### src/rtl/miss_pkg.sv
// Shared types and constants for the miss bookkeeping stage.
package miss_pkg;

  localparam int unsigned MISS_W = 2;
  localparam logic [MISS_W-1:0] MAX_MISS = 2'd3;

  typedef enum logic [1:0] {
    IDLE = 2'd0,
    PLAY = 2'd1,
    OVER = 2'd2
  } miss_state_t;

endpackage

### src/rtl/rise_detect.sv
// Rising-edge detector: one previous-sample flop, pulse while sig is high and was low.
module rise_detect (
  input  logic clk,
  input  logic reset,
  input  logic sig,
  output logic rise
);

  logic prev_q;

  always_ff @(posedge clk or posedge reset) begin
    if (reset) begin
      prev_q <= 1'b0;
    end else begin
      prev_q <= sig;
    end
  end

  assign rise = sig & ~prev_q;

endmodule

### src/rtl/miss_tracker.sv
// Miss bookkeeping: saturating miss count, hit-streak restore, flash timer and
// IDLE/PLAY/OVER game state, all outputs registered.
module miss_tracker
  import miss_pkg::*;
#(
  parameter int unsigned FLASH_CYCLES = 25_000_000,
  parameter int unsigned STREAK_LEN   = 8
) (
  input  logic              clk,
  input  logic              reset,
  input  logic              start,
  input  logic              miss_event,
  input  logic              hit_event,
  output logic [MISS_W-1:0] miss,
  output logic              game_over,
  output logic              miss_flash,
  output logic              playing
);

  localparam int unsigned STREAK_W = $clog2(STREAK_LEN + 1);
  localparam int unsigned FLASH_W  = $clog2(FLASH_CYCLES + 1);

  logic miss_rise, hit_rise;

  rise_detect u_miss_rise (
    .clk   (clk),
    .reset (reset),
    .sig   (miss_event),
    .rise  (miss_rise)
  );

  rise_detect u_hit_rise (
    .clk   (clk),
    .reset (reset),
    .sig   (hit_event),
    .rise  (hit_rise)
  );

  miss_state_t         state_q, state_d;
  logic [MISS_W-1:0]   count_q, count_d;
  logic [STREAK_W-1:0] streak_q, streak_d;
  logic [FLASH_W-1:0]  flash_q, flash_d;
  logic                game_over_q, playing_q, flash_on_q;

  always_comb begin
    state_d  = state_q;
    count_d  = count_q;
    streak_d = streak_q;
    flash_d  = (flash_q != '0) ? flash_q - 1'b1 : '0;
    unique case (state_q)
      IDLE, OVER: begin
        if (start) begin
          state_d  = PLAY;
          count_d  = '0;
          streak_d = '0;
          flash_d  = '0;
        end
      end
      PLAY: begin
        if (start) begin
          count_d  = '0;
          streak_d = '0;
          flash_d  = '0;
        end else if (miss_rise) begin
          // A hit rising in the same cycle is dropped in favour of the miss.
          count_d  = count_q + 1'b1;
          streak_d = '0;
          flash_d  = FLASH_W'(FLASH_CYCLES);
          if (count_q + 1'b1 == MAX_MISS) state_d = OVER;
        end else if (hit_rise) begin
          if (streak_q == STREAK_W'(STREAK_LEN - 1)) begin
            streak_d = '0;
            if (count_q != '0) count_d = count_q - 1'b1;
          end else begin
            streak_d = streak_q + 1'b1;
          end
        end
      end
      default: state_d = IDLE;
    endcase
  end

  always_ff @(posedge clk or posedge reset) begin
    if (reset) begin
      state_q     <= IDLE;
      count_q     <= '0;
      streak_q    <= '0;
      flash_q     <= '0;
      game_over_q <= 1'b0;
      playing_q   <= 1'b0;
      flash_on_q  <= 1'b0;
    end else begin
      state_q     <= state_d;
      count_q     <= count_d;
      streak_q    <= streak_d;
      flash_q     <= flash_d;
      game_over_q <= (state_d == OVER);
      playing_q   <= (state_d == PLAY);
      flash_on_q  <= (flash_d != '0);
    end
  end

  assign miss       = count_q;
  assign game_over  = game_over_q;
  assign playing    = playing_q;
  assign miss_flash = flash_on_q;

endmodule

### config.mk
export PLATFORM = sky130hd
export DESIGN_NAME = miss_tracker
export DESIGN_NICKNAME = d
export VERILOG_FILES = /design/src/rtl/miss_pkg.sv /design/src/rtl/rise_detect.sv /design/src/rtl/miss_tracker.sv
export SDC_FILE = /design/constraint.sdc
export NUM_CORES = 1
export LEC_CHECK = 0
export ABC_AREA = 1
export CORE_AREA = 2 2 64 66
export CTS_CLUSTER_DIAMETER = 40
export DETAILED_ROUTE_END_ITERATION = 8
export DIE_AREA = 0 0 66 68
export HOLD_SLACK_MARGIN = 0.06
export PLACE_DENSITY = 0.84
export SLEW_MARGIN = 20
export SYNTH_ARGS = -nofsm -noshare
export SYNTH_HDL_FRONTEND = slang
export SYNTH_SLANG_ARGS = --single-unit
### constraint.sdc
create_clock -name clk -period 4.7 [get_ports clk]
set_input_delay 0.94 -clock clk [delete_from_list [all_inputs] [get_ports clk]]
set_output_delay 0.94 -clock clk [all_outputs]
set_load 0.02 [all_outputs]
==> implementation parameters <==
Parameter                              Value

Run status
  Outcome ... finished, final reports clean

Setup path
  Maximum fanout along the worst path ... 12
  Crit path max-delay cell type ... sky130_fd_sc_hd__clkdlybuf4s50_1
  CP Cell Sequence ... clkdlybuf4s50_1, inv_1, or2_1, inv_1, nand2_1, inv_1, nor2_2, nand3_1, nor2_1, nand2_1, nor2_1, nand2_1
  Worst Setup Start Kind ... primary input
  Flop-to-flop setup slack ... 2650 ps
  Endpoint required time on the critical path ... 4890 ps
  Type of the setup path with the least slack ... in -> reg
  Slowest cell delay on critical path ... 410 ps
  WP data arrival ... 2630 ps
  Crit end category ... flip-flop

Logic synthesis
  Synthesized netlist net count ... 332
  Yosys cell types ... 29
  Synth top area cells ... sky130_fd_sc_hd__dfrtp_1 (40%), sky130_fd_sc_hd__nand2_1 (10%), sky130_fd_sc_hd__inv_1 (9.3%)
  Average instance area after synthesis ... 7.429 um^2
  Cell accounting for the most synthesized area ... sky130_fd_sc_hd__dfrtp_1
  Register bit total from synthesis ... 38
  Number of cells produced by synthesis ... 322
  Count of synthesis-stage warnings from yosys ... 0
  Netlist Area Pre-Place ... 2392 um^2
  Sequential share of the synthesized area ... 0.3975
  Proportion of netlist area held by the largest area contributor ... 0.3975

Routing
  Vias post-DR ... 1981
  Routed wire per std cell ... 12.47 um
  Violation count after the first detailed-routing iteration ... 208
  Initial DRT Pass Iterations ... 4
  Residual DRC count ... 0
  Via-to-Cell Ratio ... 5.093
  Routed wire length ... 4.851 mm
  Number of routed nets with antenna violations ... 0

Final layout
  Post-layout nets ... 348
  Core utilization of the finished layout ... 0.6882
  Number of fill cells in the layout ... 346
  Fin cells ... 389
  Ratio of cells with drive above 1 in the final layout ... 0.1327
  Synthesis-to-layout area growth ... 10.93%
  Most common cell after layout, fill and taps aside ... sky130_fd_sc_hd__nand2_1
  Leading cell types in the layout, fill and taps excluded ... sky130_fd_sc_hd__nand2_1 (65), sky130_fd_sc_hd__inv_1 (59), sky130_fd_sc_hd__nor2_1 (48), sky130_fd_sc_hd__dfrtp_1 (38), sky130_fd_sc_hd__nand3_1 (32)
  Finished layout cell area ... 2654 um^2
  Antenna diode instance count ... 0

CTS
  Clk sinks ... 38
  Deepest level of the CTS H-tree ... 2
  Clock root buffer master ... sky130_fd_sc_hd__clkbuf_8
  CTS-repair resized insts ... 0
  Hold-fix buffers at CTS ... 0
  CTS tree ... yes
  Postcts setup bufs ... 0
  Maximum clock path buffer count ... 2
  Clock Latency Late Sink ... 290 ps
  Num CTS Buffers ... 5
  Clock transition time at the flip-flop clock pins of the worst setup and hold paths ... 70 ps

GRT
  Aggregate global-route resource usage ... 0.2456
  Largest net degree at the start of global routing ... 39
  Antenna violations before repair ... 0
  Total gr overflow ... 0
  Wire length of the first global-routing pass ... 8.245 mm
  Via count of the first global-routing pass ... 1817

Pwr
  Comb pwr share ... 0.550
  Switching power as a share of total power ... 0.4856
  Part of the total power dissipated in sequential elements ... 0.294
  Total power of the final layout ... 1.744 mW
  Sw Pwr ... 0.8469 mW
  Power density over cell area ... 657.2 nW/um^2
  Design internal power ... 0.8971 mW
  Clock network power share ... 0.155
  Static leakage ... 1.482 nW
  Maximum ir drop on the vdd rail ... 0.4487 mV

Floorplan
  Overall die height ... 68 um
  Number of top-level pins ... 10
  Die X ... 66 um
  Count of standard-cell rows ... 23
  Area of the placeable core ... 3856 um^2
  Effective utilization at floorplan ... 0.6204
  Die Area ... 4488 um^2

Timing
  Clock skew after layout ... 4.616 ps
  Highest attainable clock frequency ... 408.9 MHz
  Headroom to the max-slew limit ... 0.6821
  Number of endpoints with negative hold slack in the final report ... 0
  RSZ-0062 raised after global routing ... false
  Min Hold Slack ... 525.1 ps
  Crit share post-route ... 0.5204
  Tightest Pin Transition ... 476.9 ps
  Total count of max-transition violations in the final report ... 0
  Final setup violating endpoints ... 0
  Sum of negative setup slack ... 0 ps
  Shortest period the worst path allows ... 2446 ps
  Setup slack of the critical path after layout ... 2254 ps

Placement
  Setup Slack @ Placement ... 1950 ps
  Post-detail-place hpwl ... 3.785 mm
  Number of placed instances with taps included ... 381
  DP Area ... 2545 um^2
  Port Buffer Count ... 9
  Weighted congestion at the end of routability-driven global placement ... 0.9036

Job
  Number of maximum-capacitance violations ... 0

Hold path
  Classification of the worst-slack hold path ... reg -> reg
[cell families after synthesis]
group                      count (synthesis)  share of synthesized area
and+or+nand+nor                          188                     0.3923
DFF                                       38                     0.3975
AOI/OAI and AO/OA                         20                    0.05021
adders and majority gates                  5                    0.02615
xor gates and xnor gates                   9                    0.03295
buffers and inverters                     62                     0.1009
[sequential cells by signal, summed over array words and instances (netlist names)]
register,flops
flash_q,25
streak_q,4
miss,2
state_q,2
game_over,1
miss_flash,1
playing,1
u_hit_rise.prev_q,1
u_miss_rise.prev_q,1
[critical path, delay by kind of cell]
family / cells / cell delay, ps
simple gates: 8 / 960
buf+inv: 4 / 720
[synthesized netlist by cell type]
library cell	instances
sky130_fd_sc_hd__xnor2_1	1
sky130_fd_sc_hd__or2_1	1
sky130_fd_sc_hd__a31oi_1	2
sky130_fd_sc_hd__inv_4	2
sky130_fd_sc_hd__xor2_1	8
sky130_fd_sc_hd__or2_2	1
sky130_fd_sc_hd__nand3_4	1
sky130_fd_sc_hd__nand2_2	6
sky130_fd_sc_hd__clkbuf_4	1
sky130_fd_sc_hd__o211ai_1	1
sky130_fd_sc_hd__nor2_4	5
sky130_fd_sc_hd__a22o_1	2
sky130_fd_sc_hd__dfrtp_1	38
sky130_fd_sc_hd__ha_1	5
sky130_fd_sc_hd__o21ai_1	2
sky130_fd_sc_hd__nor2_8	1
sky130_fd_sc_hd__nor3_1	1
sky130_fd_sc_hd__a211oi_2	1
sky130_fd_sc_hd__nand2_4	3
sky130_fd_sc_hd__nand2_8	1
sky130_fd_sc_hd__a21oi_1	4
sky130_fd_sc_hd__o21ai_0	8
sky130_fd_sc_hd__nand3_2	2
sky130_fd_sc_hd__nand2_1	65
sky130_fd_sc_hd__inv_1	59
sky130_fd_sc_hd__nor2_2	13
sky130_fd_sc_hd__nand3_1	32
sky130_fd_sc_hd__nor2_1	48
sky130_fd_sc_hd__nand4_1	8
[power by group through the flow]
| stage | combinational (mW) | clock [mW] | sequential, mW |
|---|---|---|---|
| 5_1_grt | 1.08 | 0.289 | 0.525 |
| 3_3_place_gp | 0.930 | 0 | 0.517 |
| 6_report | 0.960 | 0.271 | 0.513 |
| 3_5_place_dp | 0.952 | 0 | 0.517 |
| 4_1_cts | 0.958 | 0.276 | 0.511 |
| 2_1_floorplan | 0.749 | 0 | 0.510 |
[path summary, 6_finish.rpt]
kind,from,to,depth (start not counted)
setup / recovery,miss_event,miss_flash,12
hold / removal,streak_q[1],streak_q[1],2
setup reg to reg,flash_q[0],miss_flash,13
hold reg to reg,streak_q[1],streak_q[1],2
max in group asynchronous,reset,flash_q[1],3
min in group asynchronous,reset,flash_q[24],3
[area by class of cell]
cell class / instances / area, um^2 / area share
Clock inverter: 3 / 40.04 / 0.01509
Timing Repair Buffer: 10 / 97.59 / 0.03678
Tap cell: 50 / 62.56 / 0.02357
Inverter: 61 / 234.0 / 0.08817
Multi-Input combinational cell: 222 / 1200 / 0.4521
Clock buffer: 5 / 68.82 / 0.02593
Sequential cell: 38 / 950.9 / 0.3583
[metal layers]
layer | track usage | share of wire | up-vias
li1 | - | - | 1033
met1 | 0.3294 | 0.46 | 889
met2 | 0.4015 | 0.47 | 53
met3 | 0.05592 | 0.058 | 6
met4 | 0.07398 | 0.0099 | 0
met5 | 0 | 0 | -
No activity file was read; power rests on OpenSTA's default activity.
==> variant: new RTL, same flow settings <==
Re-encode `miss_state_t` (3 states) as one-hot, 3 bits wide.
--- a/src/rtl/miss_pkg.sv
+++ b/src/rtl/miss_pkg.sv
@@ -6,6 +6,6 @@
 
-  typedef enum logic [1:0] {
-    IDLE = 2'd0,
-    PLAY = 2'd1,
-    OVER = 2'd2
+  typedef enum logic [2:0] {
+    IDLE = 3'b001,
+    PLAY = 3'b010,
+    OVER = 3'b100
   } miss_state_t;
Formal check against the unedited RTL: same outputs for any inputs over 10 cycles, from zero or initial values and one cycle with reset high; not proved beyond that.
==> variant against the unedited design <==
  * Maximum frequency shrank 13%
  * Synthesized area shrank 0.16%
  * Power up 5.7%
  * Utilization is 1.2 points lower
  * Sequential cell count grew 1
  * Worst setup slack got worse by 0.38 ns
  * Design area fell by 1.7%
  * Routed wire length up 6.0%
  * Global-route usage grew 1.6 points
  * Largest cell class unchanged
  * Highest routed layer unchanged
==> variant: results (changes against the unedited design) <==
The met2 track utilization from global routing is 49.37% (+9.2 points). The largest individual stage delay along the critical path comes from the cell sky130_fd_sc_hd__nor2_1. The largest registers in the layout are flash_q: 25 flops, streak_q: 4 flops, state_q: 3 flops. The depth of the worst register-to-register path was 10 (-3). Clock-pin slew was measured on the worst setup and hold paths at 0.08 ns.

The wire length the detailed router placed on met1 is 2.059 mm (-7.5%). The setup clock skew after layout came out at 0.01447 ns (+0.009854 ns). The pin count of the biggest net entering global routing is 40 (+2.6%). The run finished with clean final reports. The half-perimeter wire length after placement came to 3.868 mm (+2.2%). The worst slew slack as a fraction of its limit is 56.01% (-12 points). The via count of the first global-routing pass is 2,052 (+13%).

The maximum net fanout on the critical path was 11 (-1). In the post-synthesis netlist, the biggest area contributors are sky130_fd_sc_hd__dfrtp_1 40%, sky130_fd_sc_hd__nand2_1 13%, sky130_fd_sc_hd__nor2_1 9.9%. The wire length of the first global-routing pass came out at 8.832 mm (+7.1%). The share of synthesized area occupied by flip-flops and latches is 40.91% (+1.2 points).

The final antenna-violating net count is 0 (unchanged). The post-synthesis adder-cell area fraction was 2.095% (-0.52 points). The endpoint arrival time on the critical path is 3.02 ns (+0.39 ns). The multiplexer share of the synthesized area was 0% (unchanged). The wire length on met2 came out at 2.700 mm (+18%). The fraction of layout instances using a drive strength above 1 came out at 10.20% (-3.1 points). Grouping stages by cell kind, the critical path spends the most delay in simple AND/OR/NAND/NOR gates.

The routed length per placed instance came out at 12.76 microns (+2.3%). The net count after synthesis is 348 (+4.8%). The number of unique standard cell types used by synthesis came to 27 (-6.9%). The amount of wire on met3 after detailed routing was 267 microns (-5.0%). The xor/xnor cell area share of the yosys netlist is 2.567% (-0.73 points). The number of iterations in the first detailed-routing pass came out at 5 (+1). The compound-cell area share of the yosys netlist is 4.976% (-0.044 points). The post-detailed-placement cell area is 2516 sq um (-1.1%). The initial detailed-routing violation count came out at 140 (-33%). The critical path's largest stage delay came out at 0.50 ns (+0.09 ns).

The fraction of met1 tracks used by global routing is 29.05% (-3.9 points). The final net count came out at 361 (+3.7%). Counting instances in the post-synthesis netlist gives the leading cell types as 83 x sky130_fd_sc_hd__nand2_1, 63 x sky130_fd_sc_hd__nor2_1, 48 x sky130_fd_sc_hd__inv_1. The reported leakage power is 0.001417 uW (-4.4%). The count of filler cells inserted in the layout is 339 (-2.0%).

The ratio of routed vias to standard cells came out at 5.288 (+3.8%). The worst setup slack for register-to-register paths came out at 2.61 ns (-0.04 ns). The worst voltage drop across the vdd grid came out at 0.0003588 V (-20%). The final weighted congestion of routability-driven global placement came out at 0.9345 (+3.4%).
## variant: cell types whose count changed after synthesis, moves of 3 or more
cell                      delta
sky130_fd_sc_hd__nand3_1     -7
sky130_fd_sc_hd__nand2_4     -3
sky130_fd_sc_hd__nand2_1    +18
sky130_fd_sc_hd__o21ai_1     +3
sky130_fd_sc_hd__nor2_2      -6
sky130_fd_sc_hd__nand2_2     +5
sky130_fd_sc_hd__xor2_1      -3
sky130_fd_sc_hd__nor3_1      +6
sky130_fd_sc_hd__inv_1      -11
sky130_fd_sc_hd__nor2_1     +15
## variant: cells by family after synthesis
group | Yosys count
adders and majority gates | 4
AOI/OAI and AO/OA | 22
and+or+nand+nor | 213
buffers and inverters | 54
xor gates and xnor gates | 7
DFF | 39
## variant: final cells by class
type	instances	area, sq um	area share, %
multi-input combinational	246	1191	45.68
inverter	50	187.7	7.198
sequential	39	977.2	37.48
clock buffer	7	86.33	3.311
timing repair buffer	10	97.59	3.743
tap	50	62.56	2.399
clock inverter	1	5.005	0.1919
## variant: worst min-delay path: stages, from the launching register on
cell and delay [ns]:
sky130_fd_sc_hd__dfrtp_1 0.37, sky130_fd_sc_hd__nand2_1 0.06, sky130_fd_sc_hd__o21ai_0 0.06
## variant: metrics by stage
| stage | hold WS, ns | std cells | setup slack (ns) |
|---|---|---|---|
| 2_1_floorplan | 0.4789 | 339 | 2.665 |
| 3_3_place_gp | 0.4944 | 395 | 1.659 |
| 3_5_place_dp | 0.5132 | 395 | 1.575 |
| 4_1_cts | 0.5315 | 403 | 1.874 |
| 5_1_grt | 0.5597 | 403 | 1.564 |
| 6_report | 0.5305 | 403 | 1.875 |
## variant: power breakdown
part,switching (uW),leakage [uW],internal (uW)
sequential,104,0.000509,451
combinational,690,0.000860,362
clock,119,0.0000482,118
